**config.mk**
```make
export PLATFORM = sky130hd
export DESIGN_NAME = dm_addr_gen_flat
export DESIGN_NICKNAME = d
export VERILOG_FILES = /design/src/rtl/dm_addr_gen_if.sv /design/src/rtl/dm_addr_gen.sv /design/src/flat_wrapper.sv
export SDC_FILE = /design/constraint.sdc
export NUM_CORES = 2
export LEC_CHECK = 0
export ABC_AREA = 1
export CAP_MARGIN = 5
export CORE_MARGIN = 2
export CORE_UTILIZATION = 55
export CTS_CLUSTER_SIZE = 40
export DETAILED_ROUTE_END_ITERATION = 10
export PLACE_DENSITY = 0.77
export SETUP_SLACK_MARGIN = 0.3
export SYNTH_ARGS = -nofsm -noshare
export SYNTH_HDL_FRONTEND = slang
export SYNTH_SLANG_ARGS = --single-unit
```
**constraint.sdc**
```tcl
create_clock -name clk -period 34.2 [get_ports clk]
set_clock_uncertainty 0.1 [all_clocks]
set_input_delay 5.13 -clock clk [delete_from_list [all_inputs] [get_ports clk]]
set_output_delay 5.13 -clock clk [all_outputs]
set_load 0.02 [all_outputs]
```
**src/rtl/dm_addr_gen_if.sv**
```systemverilog
// Sequencer-side and bc_dt bus connections of the data address generator.
// The sequencer/bus side holds the master modport; the generator holds the slave modport.
interface dm_addr_gen_if #(
    parameter int DMA_SIZE = 16,
    parameter int DMD_SIZE = 16
);
    logic                ps_dg_en;
    logic                ps_dg_pre;
    logic [2:0]          ps_dg_ireg;
    logic [2:0]          ps_dg_mreg;
    logic                ps_dg_imm_en;
    logic [DMA_SIZE-1:0] ps_dg_imm;
    logic                ps_dg_wrt_en;
    logic [4:0]          ps_dg_wrt_add;
    logic                ps_dg_rd_en;
    logic [4:0]          ps_dg_rd_add;
    logic [DMD_SIZE-1:0] bc_dt;
    logic [DMA_SIZE-1:0] dg_dm_add;
    logic [DMD_SIZE-1:0] dg_bc_dt;

    modport master (
        output ps_dg_en, ps_dg_pre, ps_dg_ireg, ps_dg_mreg, ps_dg_imm_en, ps_dg_imm,
               ps_dg_wrt_en, ps_dg_wrt_add, ps_dg_rd_en, ps_dg_rd_add, bc_dt,
        input  dg_dm_add, dg_bc_dt
    );

    modport slave (
        input  ps_dg_en, ps_dg_pre, ps_dg_ireg, ps_dg_mreg, ps_dg_imm_en, ps_dg_imm,
               ps_dg_wrt_en, ps_dg_wrt_add, ps_dg_rd_en, ps_dg_rd_add, bc_dt,
        output dg_dm_add, dg_bc_dt
    );
endinterface

```
**src/rtl/dm_addr_gen.sv**
```systemverilog
// Data address generator: I/M/L/B register file with pre/post-modify and
// circular-buffer wrap, producing a registered DM address and ureg read-back.
module dm_addr_gen #(
    parameter int DMA_SIZE = 16,
    parameter int DMD_SIZE = 16,
    parameter int NREG     = 8
) (
    input  logic          clk,
    input  logic          reset,
    dm_addr_gen_if.slave  bus
);
    localparam logic [1:0] CLS_I = 2'b00;
    localparam logic [1:0] CLS_M = 2'b01;
    localparam logic [1:0] CLS_L = 2'b10;
    localparam logic [1:0] CLS_B = 2'b11;

    logic [DMA_SIZE-1:0] i_reg [NREG];
    logic [DMA_SIZE-1:0] m_reg [NREG];
    logic [DMA_SIZE-1:0] l_reg [NREG];
    logic [DMA_SIZE-1:0] b_reg [NREG];

    logic [DMA_SIZE-1:0] dm_add_q;
    logic [DMD_SIZE-1:0] bc_dt_q;

    logic [DMA_SIZE-1:0] i_cur;
    logic [DMA_SIZE-1:0] l_cur;
    logic [DMA_SIZE-1:0] b_cur;
    logic [DMA_SIZE-1:0] mod_val;
    logic                mod_neg;
    logic [DMA_SIZE:0]   sum_ext;
    logic [DMA_SIZE:0]   end_ext;
    logic [DMA_SIZE:0]   wrap_ext;
    logic [DMA_SIZE-1:0] wr_val;
    logic [DMA_SIZE-1:0] rd_val;

    always_comb begin
        i_cur   = i_reg[bus.ps_dg_ireg];
        l_cur   = l_reg[bus.ps_dg_ireg];
        b_cur   = b_reg[bus.ps_dg_ireg];
        mod_val = bus.ps_dg_imm_en ? bus.ps_dg_imm : m_reg[bus.ps_dg_mreg];
        mod_neg = mod_val[DMA_SIZE-1];
        // Sign-extended add on one extra bit so the wrap compares see the carry.
        sum_ext = {1'b0, i_cur} + {mod_neg, mod_val};
        end_ext = {1'b0, b_cur} + {1'b0, l_cur};
        wrap_ext = sum_ext;
        if (l_cur != '0) begin
            if (!mod_neg && (sum_ext >= end_ext)) begin
                wrap_ext = sum_ext - {1'b0, l_cur};
            end else if (mod_neg && (sum_ext < {1'b0, b_cur})) begin
                wrap_ext = sum_ext + {1'b0, l_cur};
            end
        end
    end

    always_comb begin
        wr_val = DMA_SIZE'(bus.bc_dt);
        rd_val = '0;
        case (bus.ps_dg_rd_add[4:3])
            CLS_I:   rd_val = i_reg[bus.ps_dg_rd_add[2:0]];
            CLS_M:   rd_val = m_reg[bus.ps_dg_rd_add[2:0]];
            CLS_L:   rd_val = l_reg[bus.ps_dg_rd_add[2:0]];
            default: rd_val = b_reg[bus.ps_dg_rd_add[2:0]];
        endcase
    end

    always_ff @(posedge clk or posedge reset) begin
        if (reset) begin
            for (int k = 0; k < NREG; k++) begin
                i_reg[k] <= '0;
                m_reg[k] <= '0;
                l_reg[k] <= '0;
                b_reg[k] <= '0;
            end
            dm_add_q <= '0;
            bc_dt_q  <= '0;
        end else begin
            if (bus.ps_dg_en) begin
                if (bus.ps_dg_pre) begin
                    dm_add_q <= sum_ext[DMA_SIZE-1:0];
                end else begin
                    dm_add_q              <= i_cur;
                    i_reg[bus.ps_dg_ireg] <= wrap_ext[DMA_SIZE-1:0];
                end
            end
            // Placed after the access update so a same-cycle ureg write to I wins.
            if (bus.ps_dg_wrt_en) begin
                case (bus.ps_dg_wrt_add[4:3])
                    CLS_I: i_reg[bus.ps_dg_wrt_add[2:0]] <= wr_val;
                    CLS_M: m_reg[bus.ps_dg_wrt_add[2:0]] <= wr_val;
                    CLS_L: l_reg[bus.ps_dg_wrt_add[2:0]] <= wr_val;
                    default: begin
                        b_reg[bus.ps_dg_wrt_add[2:0]] <= wr_val;
                        i_reg[bus.ps_dg_wrt_add[2:0]] <= wr_val;
                    end
                endcase
            end
            if (bus.ps_dg_rd_en) begin
                bc_dt_q <= DMD_SIZE'(rd_val);
            end
        end
    end

    assign bus.dg_dm_add = dm_add_q;
    assign bus.dg_bc_dt  = bc_dt_q;
endmodule

```
**src/flat_wrapper.sv**
```systemverilog
// flat-port wrapper written by rule: the top's interface ports become plain ports
module dm_addr_gen_flat 
#(
    parameter int DMA_SIZE = 16,
    parameter int DMD_SIZE = 16,
    parameter int NREG     = 8
)
  (clk, reset, bus_ps_dg_en, bus_ps_dg_pre, bus_ps_dg_ireg, bus_ps_dg_mreg, bus_ps_dg_imm_en, bus_ps_dg_imm, bus_ps_dg_wrt_en, bus_ps_dg_wrt_add, bus_ps_dg_rd_en, bus_ps_dg_rd_add, bus_bc_dt, bus_dg_dm_add, bus_dg_bc_dt);
  dm_addr_gen_if #(.DMA_SIZE(DMA_SIZE), .DMD_SIZE(DMD_SIZE)) bus_i ();
  input  logic clk;
  input  logic reset;
  input wire logic [$bits(bus_i.ps_dg_en)-1:0] bus_ps_dg_en;
  input wire logic [$bits(bus_i.ps_dg_pre)-1:0] bus_ps_dg_pre;
  input wire logic [$bits(bus_i.ps_dg_ireg)-1:0] bus_ps_dg_ireg;
  input wire logic [$bits(bus_i.ps_dg_mreg)-1:0] bus_ps_dg_mreg;
  input wire logic [$bits(bus_i.ps_dg_imm_en)-1:0] bus_ps_dg_imm_en;
  input wire logic [$bits(bus_i.ps_dg_imm)-1:0] bus_ps_dg_imm;
  input wire logic [$bits(bus_i.ps_dg_wrt_en)-1:0] bus_ps_dg_wrt_en;
  input wire logic [$bits(bus_i.ps_dg_wrt_add)-1:0] bus_ps_dg_wrt_add;
  input wire logic [$bits(bus_i.ps_dg_rd_en)-1:0] bus_ps_dg_rd_en;
  input wire logic [$bits(bus_i.ps_dg_rd_add)-1:0] bus_ps_dg_rd_add;
  input wire logic [$bits(bus_i.bc_dt)-1:0] bus_bc_dt;
  output wire logic [$bits(bus_i.dg_dm_add)-1:0] bus_dg_dm_add;
  output wire logic [$bits(bus_i.dg_bc_dt)-1:0] bus_dg_bc_dt;
  assign bus_i.ps_dg_en = bus_ps_dg_en;
  assign bus_i.ps_dg_pre = bus_ps_dg_pre;
  assign bus_i.ps_dg_ireg = bus_ps_dg_ireg;
  assign bus_i.ps_dg_mreg = bus_ps_dg_mreg;
  assign bus_i.ps_dg_imm_en = bus_ps_dg_imm_en;
  assign bus_i.ps_dg_imm = bus_ps_dg_imm;
  assign bus_i.ps_dg_wrt_en = bus_ps_dg_wrt_en;
  assign bus_i.ps_dg_wrt_add = bus_ps_dg_wrt_add;
  assign bus_i.ps_dg_rd_en = bus_ps_dg_rd_en;
  assign bus_i.ps_dg_rd_add = bus_ps_dg_rd_add;
  assign bus_i.bc_dt = bus_bc_dt;
  assign bus_dg_dm_add = bus_i.dg_dm_add;
  assign bus_dg_bc_dt = bus_i.dg_bc_dt;
  dm_addr_gen #(.DMA_SIZE(DMA_SIZE), .DMD_SIZE(DMD_SIZE), .NREG(NREG)) u_core (.clk(clk), .reset(reset), .bus(bus_i));
endmodule
```
==> out/summary.txt <==
RUN STATUS
----------------------------------------------------------------------------------------------------
Run status                                                                              finished clean

TIMING
----------------------------------------------------------------------------------------------------
Maximum frequency from static timing analysis                                               80.8 MHz
Slew of the pin with the lowest slew margin                                                  1.33 ns
RSZ-0062 raised after global routing                                                              no
Number of hold-slack violations in the final timing report                                         0
Clock period minus worst slack                                                              12.38 ns
Final count of negative-setup-slack endpoints                                                      0
Pins Over Slew Limit                                                                               0
Remaining max-slew budget at the tightest pin                                                  0.109
Final sum of negative setup slack                                                               0 ns
Post-route fraction of the period consumed by the critical path                                0.362

ROUTE
----------------------------------------------------------------------------------------------------
Routed WL                                                                                  137000 um
Routed Antenna Nets                                                                                0
Total number of vias                                                                           35700
Post-detailed-route DRC marker count                                                               0
Detailed-routing iteration count for the pre-antenna-repair pass                                  10
Wire length per cell after detailed routing                                                  25.2 um
Via/cell ratio                                                                                  6.54
Violation count after the first detailed-route iteration                                        5500

FLOORPLANNING
----------------------------------------------------------------------------------------------------
Area of the placeable core                                                                61500 um^2
# IOs                                                                                             87
Effective utilization at floorplan                                                             0.554
Die height                                                                                    253 um
Floorplan die width                                                                           253 um
Site row count                                                                                    91
Area of the die                                                                           64000 um^2

CLOCK NETWORK
----------------------------------------------------------------------------------------------------
Clock-pin slew reported for the worst setup and hold paths after clock tree synthesis        0.06 ns
Clock Sink Count                                                                                 544
Clock tree root buffer cell                                                             sky130_fd_sc_hd__clkbuf_16
CTS HTree Levels                                                                                   2
Worst-case clock buffer depth                                                                      3
Post-CTS repair timing setup buffer count                                                          0
Total CTS buffers                                                                                 60
Quantity of gates resized following cts                                                            0
Clock latency of the later-clocked register in the worst-skew pair                           0.68 ns
TritonCTS clock tree                                                                             yes
Quantity of hold-fixing buffers added after cts                                                    0

POWER AND IR DROP
----------------------------------------------------------------------------------------------------
Static leakage power                                                                         16.9 nW
Sequential fraction of design power                                                            0.326
Switch share                                                                                   0.436
Pint                                                                                         1.64 mW
IR drop worst, VDD                                                                         0.0494 mV
Combinational power share                                                                      0.429
Part of the power in the clock network                                                         0.246
Power dissipated by switching net loads                                                      1.27 mW
Power density relative to cell area                                                     77.7 nW/um^2
Power Total                                                                                  2.90 mW

LOGIC SYNTHESIS
----------------------------------------------------------------------------------------------------
Post-Syn Instances                                                                              4741
Netlist cell types                                                                                54
Avg Synthesized Cell Area                                                                  7.19 um^2
Flip-flop and latch count after synthesis                                                        544
Number of enable flip-flop cells after synthesis                                                   0
Synthesis Warnings                                                                                 0
Post-synthesis async set-or-reset flop share                                                    1.00
Mapped Nets                                                                                     4894
Dominant synthesized flop cell                                                          sky130_fd_sc_hd__dfrtp_1
Post-synthesis instance area                                                              34100 um^2
Sequential cell area fraction in the yosys report                                              0.399

HOLD PATH
----------------------------------------------------------------------------------------------------
Cell count of the worst hold path                                                                  2
HP Class                                                                                register to register

SETUP PATH
----------------------------------------------------------------------------------------------------
Worst path buffer plus inverter count                                                              6
Most used cell, CP                                                                      sky130_fd_sc_hd__o21ai_0
CP arrival                                                                                  12.87 ns
Maximum net fanout on the critical path                                                           26
Logic depth of the worst path, buffers included                                                   30
Worst-path cell with the longest stage delay                                            sky130_fd_sc_hd__a21oi_2
Slowest Stage Delay on Critical Path                                                         0.81 ns
WS Path Type                                                                            input port to register
Sort of element at the end of the critical path                                             register
Worst R2R Setup Slack                                                                       27.47 ns
CP Data Required Time                                                                       34.69 ns
Length in cells of the worst reg-to-reg path                                                      29
Crit path max-delay family                                                              compound AO/OA/AOI/OAI gates
Startpoint class of the critical path                                                     input port

FINISH
----------------------------------------------------------------------------------------------------
Total area of multi-input combinational cells                                             17400 um^2
Nets@finish                                                                                     4772
Area Overhead vs Synth                                                                         9.63%
Reg area                                                                                  13600 um^2
Share of post-route cells with drive strength above 1                                         0.0619
Most frequent cells in the layout                                                       839 x sky130_fd_sc_hd__nand2_1, 809 x sky130_fd_sc_hd__o21ai_0, 584 x sky130_fd_sc_hd__a21oi_1, 544 x sky130_fd_sc_hd__dfrtp_1, 425 x sky130_fd_sc_hd__inv_1
Most common library cell in the layout ignoring fill and taps                           sky130_fd_sc_hd__nand2_1
Layout filler cell count                                                                        5532

FLOW RUN
----------------------------------------------------------------------------------------------------
Count of maximum capacitance violations                                                            0

PLACED DESIGN
----------------------------------------------------------------------------------------------------
Buffers on Ports                                                                                  86
Total half-perimeter wirelength after legalization and detailed placement                   87100 um
Final Wtd Congestion                                                                            1.06

GLOBAL ROUTE
----------------------------------------------------------------------------------------------------
Wire length of the first global-routing pass                                               203000 um
Via count of the first global-routing pass                                                     33200
Grt ovf                                                                                            0
Maximum number of pins on one net before global-route repair                                     204
Aggregate global-route resource usage                                                          0.424
Antenna violations before repair                                                                   7

-- per-layer routing --
metal | part of all wire | global-route usage
met5 | 0.00050 | 0
met1 | 0.36 | 0.531
met4 | 0.073 | 0.263
met3 | 0.17 | 0.191
met2 | 0.40 | 0.595
-- synthesized netlist by cell type (all sizes together) (4+ instances only) --
cell type / instances / share of area
ha: 94 / 0.035
xnor2: 12 / 0.0031
a31oi: 23 / 0.0042
dfrtp: 544 / 0.40
nor4: 12 / 0.0024
a21boi: 5 / 0.0011
fa: 4 / 0.0023
o22ai: 13 / 0.0024
clkbuf: 295 / 0.033
nand3: 310 / 0.047
buf: 56 / 0.0098
a22oi: 16 / 0.0035
nand3b: 10 / 0.0023
xor2: 35 / 0.0090
o211ai: 153 / 0.034
o221ai: 18 / 0.0046
nand4: 16 / 0.0029
nor2: 345 / 0.039
nand2: 870 / 0.099
inv: 439 / 0.048
a21oi: 589 / 0.087
o21bai: 8 / 0.0018
o21ai: 836 / 0.12
nor3: 16 / 0.0029
-- metrics by stage --
stage	utilization	hold WS (ns)	cell area (um^2)	std cells	worst slack (ns)
after floorplan	-	0.353	34100	4741	13.76
after global routing	0.608	0.408	37400	5458	21.42
after detailed placement	0.573	0.373	35200	5347	21.65
after global placement	0.573	0.366	35200	5347	21.83
final	0.608	0.385	37400	5461	21.82
after CTS	0.608	0.388	37400	5458	22.30
-- worst min-delay path, cell delays in order (launching register included) --
cell                      delay [ns]
sky130_fd_sc_hd__dfrtp_1        0.34
sky130_fd_sc_hd__nand2_1        0.05
sky130_fd_sc_hd__o21ai_0        0.06
-- power groups by stage --
stage | clock network [mW] | logic, mW | registers, mW
final | 0.713 | 1.25 | 0.946
after global routing | 0.739 | 1.35 | 0.961
after CTS | 0.713 | 1.18 | 0.937
after detailed placement | 0 | 1.17 | 0.947
after global placement | 0 | 1.17 | 0.942
after floorplan | 0 | 0.800 | 0.929
-- worst paths after layout --
| path | from | endpoint |
|---|---|---|
| max | bus_ps_dg_ireg[2] | u_core.i_reg[20] |
| min | u_core.b_reg[104] | u_core.b_reg[104] |
| max reg2reg | u_core.b_reg[2] | u_core.i_reg[20] |
| min reg2reg | u_core.b_reg[104] | u_core.b_reg[104] |
| max in group asynchronous | reset | u_core.bus.dg_dm_add[11] |
| min in group asynchronous | reset | u_core.b_reg[41] |
-- final cells by class --
| cell class | instances | share of cell area |
|---|---|---|
| inverters | 441 | 0.0446 |
| well taps | 790 | 0.0265 |
| diodes | 3 | 0.000201 |
| clock buffers | 77 | 0.0460 |
| repair buffers | 167 | 0.0402 |
| multi-input cells | 3405 | 0.466 |
| flip-flops and latches | 544 | 0.364 |
| clock inverters | 34 | 0.0119 |
-- cell families after synthesis --
group | Yosys count | synth area share
AO/OA/AOI/OAI | 1675 | 0.265
AND/OR/NAND/NOR | 1585 | 0.196
buffers and inverters | 792 | 0.0910
flip-flops | 544 | 0.399
adder cells (fa/ha/maj) | 98 | 0.0369
XOR/XNOR | 47 | 0.0121
Power figures use the tool's default switching activity.
